## config.mk

```make
export PLATFORM = sky130hd
export DESIGN_NAME = regfile_sched
export DESIGN_NICKNAME = d
export VERILOG_FILES = /design/src/rtl/regfile_sched_pkg.sv /design/src/rtl/regfile_sched.sv
export SDC_FILE = /design/constraint.sdc
export NUM_CORES = 1
export LEC_CHECK = 0
export CAP_MARGIN = 20
export CELL_PAD_IN_SITES_DETAIL_PLACEMENT = 0
export CELL_PAD_IN_SITES_GLOBAL_PLACEMENT = 1
export CORE_MARGIN = 2
export CORE_UTILIZATION = 32
export CTS_CLUSTER_DIAMETER = 60
export DETAILED_ROUTE_END_ITERATION = 6
export PLACE_DENSITY = 0.84
export SLEW_MARGIN = 20
export SYNTH_ARGS = -nofsm -noshare
export SYNTH_HDL_FRONTEND = slang
export SYNTH_SLANG_ARGS = --single-unit
export TNS_END_PERCENT = 20
```

## constraint.sdc

```tcl
create_clock -name clk -period 6.2 [get_ports clk]
set_clock_uncertainty 0.15 [all_clocks]
set_input_delay 1.24 -clock clk [delete_from_list [all_inputs] [get_ports clk]]
set_output_delay 1.24 -clock clk [all_outputs]
set_load 0.005 [all_outputs]
```

## src/rtl/regfile_sched_pkg.sv

```systemverilog
// Shared CPU types and scheduler defaults.
package regfile_sched_pkg;

    typedef logic [31:0] rv32i_word;
    typedef logic [4:0]  rv32i_reg;

    localparam int unsigned STARVE_MAX_DEFAULT = 3;
    localparam rv32i_reg    LAST_REG           = 5'd31;

    typedef enum logic {
        NORMAL = 1'b0,
        WALK   = 1'b1
    } sched_state_e;

endpackage

```

## src/rtl/regfile_sched.sv

```systemverilog
// Arbitrates decoder tag writes and ROB commits onto the regfile ports,
// and walks x1..x31 clearing rename tags on a flush.
module regfile_sched
    import regfile_sched_pkg::*;
#(
    parameter int unsigned STARVE_MAX = STARVE_MAX_DEFAULT
) (
    input  logic      clk,
    input  logic      rst,
    input  logic      dec_valid,
    output logic      dec_ready,
    input  rv32i_reg  dec_rd,
    input  rv32i_reg  dec_tag,
    input  logic      rob_valid,
    output logic      rob_ready,
    input  rv32i_reg  rob_rd,
    input  rv32i_reg  rob_tag,
    input  rv32i_word rob_val,
    input  logic      flush_req,
    output logic      load_reg,
    output rv32i_reg  reg_id_rob,
    output rv32i_word reg_val,
    output rv32i_reg  tag_rob,
    output logic      load_tag,
    output rv32i_reg  reg_id_decoder,
    output rv32i_reg  tag_decoder,
    output logic      busy
);

    localparam logic [1:0] STARVE_LIM = 2'(STARVE_MAX);

    sched_state_e state, next_state;
    rv32i_reg     idx, idx_next;
    logic [1:0]   stall_cnt;
    logic         starved;
    logic         dec_wr, rob_wr;

    always_ff @(posedge clk or posedge rst) begin
        if (rst) begin
            state <= NORMAL;
            idx   <= '0;
        end else begin
            state <= next_state;
            idx   <= idx_next;
        end
    end

    // idx wraps 31 -> 0 on the final walk step, which leaves it cleared for the next flush
    always_comb begin
        next_state = state;
        idx_next   = idx;
        dec_ready  = 1'b0;
        rob_ready  = 1'b0;
        starved    = (stall_cnt == STARVE_LIM);
        case (state)
            NORMAL: begin
                if (flush_req) begin
                    next_state = WALK;
                    idx_next   = 5'd1;
                end else if (!rst) begin
                    rob_ready = rob_valid && !(dec_valid && starved);
                    dec_ready = dec_valid && !rob_ready;
                end
            end
            WALK: begin
                idx_next = idx + 5'd1;
                if (idx == LAST_REG) next_state = NORMAL;
            end
            default: next_state = NORMAL;
        endcase
    end

    assign dec_wr = dec_ready && (dec_rd != '0);
    assign rob_wr = rob_ready && (rob_rd != '0);
    assign busy   = (state == WALK);

    always_ff @(posedge clk or posedge rst) begin
        if (rst) begin
            stall_cnt <= '0;
        end else if (state == NORMAL) begin
            if (dec_ready) begin
                stall_cnt <= '0;
            end else if (dec_valid && stall_cnt != STARVE_LIM) begin
                stall_cnt <= stall_cnt + 2'd1;
            end
        end
    end

    always_ff @(posedge clk or posedge rst) begin
        if (rst) begin
            load_reg       <= 1'b0;
            reg_id_rob     <= '0;
            reg_val        <= '0;
            tag_rob        <= '0;
            load_tag       <= 1'b0;
            reg_id_decoder <= '0;
            tag_decoder    <= '0;
        end else begin
            load_reg   <= rob_wr;
            reg_id_rob <= rob_wr ? rob_rd  : '0;
            reg_val    <= rob_wr ? rob_val : '0;
            tag_rob    <= rob_wr ? rob_tag : '0;
            if (next_state == WALK) begin
                load_tag       <= 1'b1;
                reg_id_decoder <= idx_next;
                tag_decoder    <= '0;
            end else begin
                load_tag       <= dec_wr;
                reg_id_decoder <= dec_wr ? dec_rd  : '0;
                tag_decoder    <= dec_wr ? dec_tag : '0;
            end
        end
    end

endmodule
```

==> results by group <==
Run status
  • Status: finished clean

Critical path
  • CP required: 4810 ps
  • Crit path capture type: output pin
  • Startpoint Class: input pin
  • FF-to-FF Start: stall_cnt[0]
  • CP Class: input pin to output pin
  • CP startpoint: flush_req
  • CP Max Fanout: 9
  • CP arrival: 3170 ps

Power
  • PD cells: 295 mW/mm^2
  • Static Leakage: 1.68 nW
  • VDD IR max: 0.000111 V

Place
  • Buffers on Ports: 113
  • DP Area: 0.00346 mm^2
  • RD Place Congestion: 0.801
  • DP Cell Count: 370
  • Place WS: 1610 ps
  • Hpwl dp: 3680 um

Detailed routing
  • DRC: 0
  • Vias/cell: 4.24
  • Post-route ant nets: 0
  • Via count: 1638
  • First-pass iteration count of the detailed router: 4
  • DRT Wirelength: 4940 um
  • Routed length per placed instance: 12.8 um
  • 1st-iter DRT viols: 73

Synth
  • Post-synthesis cell area: 0.00225 mm^2
  • Largest family of logic cells by synthesized area: simple AND/OR/NAND/NOR gates
  • Cells after Synth: 166
  • Post-Synth XOR/XNOR Area: 0.779%
  • Post-synthesis sequential area ratio: 69.0%
  • Syn avg cell area: 13.5 um^2
  • Mapped Nets: 226
  • Synth Area in Adders: 1.67%
  • YS warnings: 0
  • Multiplexer area fraction after synthesis: 0.445%
  • Synth Register Bits: 62
  • Yosys cell types: 31
  • Synth Area in Compound Gates: 5.56%
  • Simple-Gate Fraction of Synth Area: 20.0%

STA
  • Crit path time final: 4560 ps
  • Period utilisation layout: 73.6%
  • Relative slew slack: 45.8%
  • PnR worst setup slack: 1640 ps
  • Final Hold Fails: 0
  • Unrepaired setup endpoints after global routing: no
  • Slew of the pin with the lowest slew margin: 813 ps
  • Final slew viol count: 0
  • Highest clock rate: 219 MHz
  • Setup violators final: 0
  • Setup TNS: 0 ps

Layout
  • Max FFs per register: 32
  • Synth-to-Final Area Change: 64.3%
  • Biggest register: reg_val
  • Most frequent cells in the layout: clkdlybuf4s50_1, dfrtp_1, and2_1
  • Multi-input gate area: 639 um^2
  • Number of diodes: 0
  • Most common cell after layout, fill and taps aside: clkdlybuf4s50_1
  • Register area: 0.00155 mm^2
  • Post-route cell area: 0.00369 mm^2
  • Share of cells above drive strength 1: 6.55%
  • Fillers: 572
  • Nets: 345
  • Fin cells: 386

Hold path
  • Worst Min Path Start: stall_cnt[0]
  • Min-Delay Path Class: register to register

Clocking
  • CTS Sinks: 62
  • Total CTS buffers: 9
  • Post_cts resized: 0
  • CTS tree: built
  • CTS Buffer Depth: 2
  • H-tree levels: 3
  • Root buffer cell: clkbuf_8
  • Setup Fix Bufs, Post-CTS: 0
  • Worst-path clk slew: 70 ps
  • # hold bufs at CTS: 0
  • Clk Latency, worst-skew pair: 330 ps

GRT
  • Initial antenna violation count: 0
  • Congestion Overflow GR: 0
  • Number of global-route vias before repair: 1605
  • Largest net degree at the start of global routing: 50
  • Gr usage total: 13.5%
  • First-pass GRT wire length: 7650 um

Floorplan
  • Ports: 114
  • Core ar.: 0.00679 mm^2
  • Die H: 87.8 um
  • Chip Width: 87.8 um
  • DIE AREA: 0.00771 mm^2
  • Initial core utilization: 33.1%
  • Row count: 30

Job
  • Max-cap viol count: 0
-- kinds of logic (layout without fill, tap and decap cells) --
kind of cell / Yosys count / in the layout
AOI/OAI and AO/OA: 17 / 17
xor gates and xnor gates: 2 / 2
adders and majority gates: 3 / 3
buffers and inverters: 9 / 133
DFF: 62 / 62
muxes: 1 / 1
and+or+nand+nor: 72 / 72
-- synthesized netlist by cell type, drive strengths merged --
cell type,n,area share (%)
a22o,5,1.9
o41ai,1,0.39
inv,3,0.50
nor3b,5,1.7
dfrtp,62,69
or4,2,0.67
mux2i,1,0.45
a21oi,2,0.45
buf,5,1.9
o21ai,4,0.89
xor2,2,0.78
nand2b,6,1.7
clkbuf,1,0.17
o211a,1,0.45
nor3,2,0.95
ha,3,1.7
nor4bb,1,0.45
and2,38,11
and3,6,1.7
a2bb2oi,1,0.39
nor2,2,0.33
nand3,2,0.45
nor2b,1,0.28
o21bai,1,0.33
o2bb2ai,1,0.39
nor4,1,0.28
nand2,6,1.0
a21boi,1,0.33
-- worst max-delay path, stage by stage --
cell	delay (ps)
clkdlybuf4s50_1	550
nor3_4	330
nand3_1	260
inv_1	240
clkdlybuf4s50_1	540
-- metal layers --
layer	wire length (um)	share of wire (%)	vias up	global-route usage (%)
li1	-	-	787	-
met2	2410	49	80	22.0
met1	1970	40	760	15.2
met3	427	8.6	11	4.62
met5	0	0	-	0
met4	132	2.7	0	8.39
-- stage by stage --
step                power [mW]  utilization (%)  hold slack [ps]
floorplan                0.582                -              329
detailed placement       0.702             50.9              385
finish                    1.09             54.4              391
global route              1.15             54.4              418
global placement         0.694             50.9              361
CTS                       1.11             54.4              394
-- report_power, final --
part	switching [mW]	internal (mW)	leakage [nW]	total, mW
Clock	0.152	0.248	0.116	0.400
Combinational	0.0817	0.128	0.741	0.209
Sequential	0.0330	0.447	0.828	0.480
Total	0.267	0.822	1.68	1.09
-- layout make-up --
type,instances,area share [%]
clock buffer,11,4.10
clock inverter,5,2.20
inverter,3,0.305
multi-input combinational,95,17.3
sequential,62,42.0
tap,96,3.25
timing repair buffer,114,30.8
-- worst paths after layout --
| check | slack, ps | end | depth (start not counted) |
|---|---|---|---|
| min reg2reg | 390 | stall_cnt[0] | 1 |
| max in group asynchronous | 3850 | reg_id_rob[1] | 3 |
| max | 1640 | dec_ready | 5 |
| min | 390 | stall_cnt[0] | 1 |
| min in group asynchronous | 1140 | tag_decoder[1] | 2 |
| max reg2reg | 3800 | reg_val[17] | 4 |
Power figures use the tool's default switching activity.
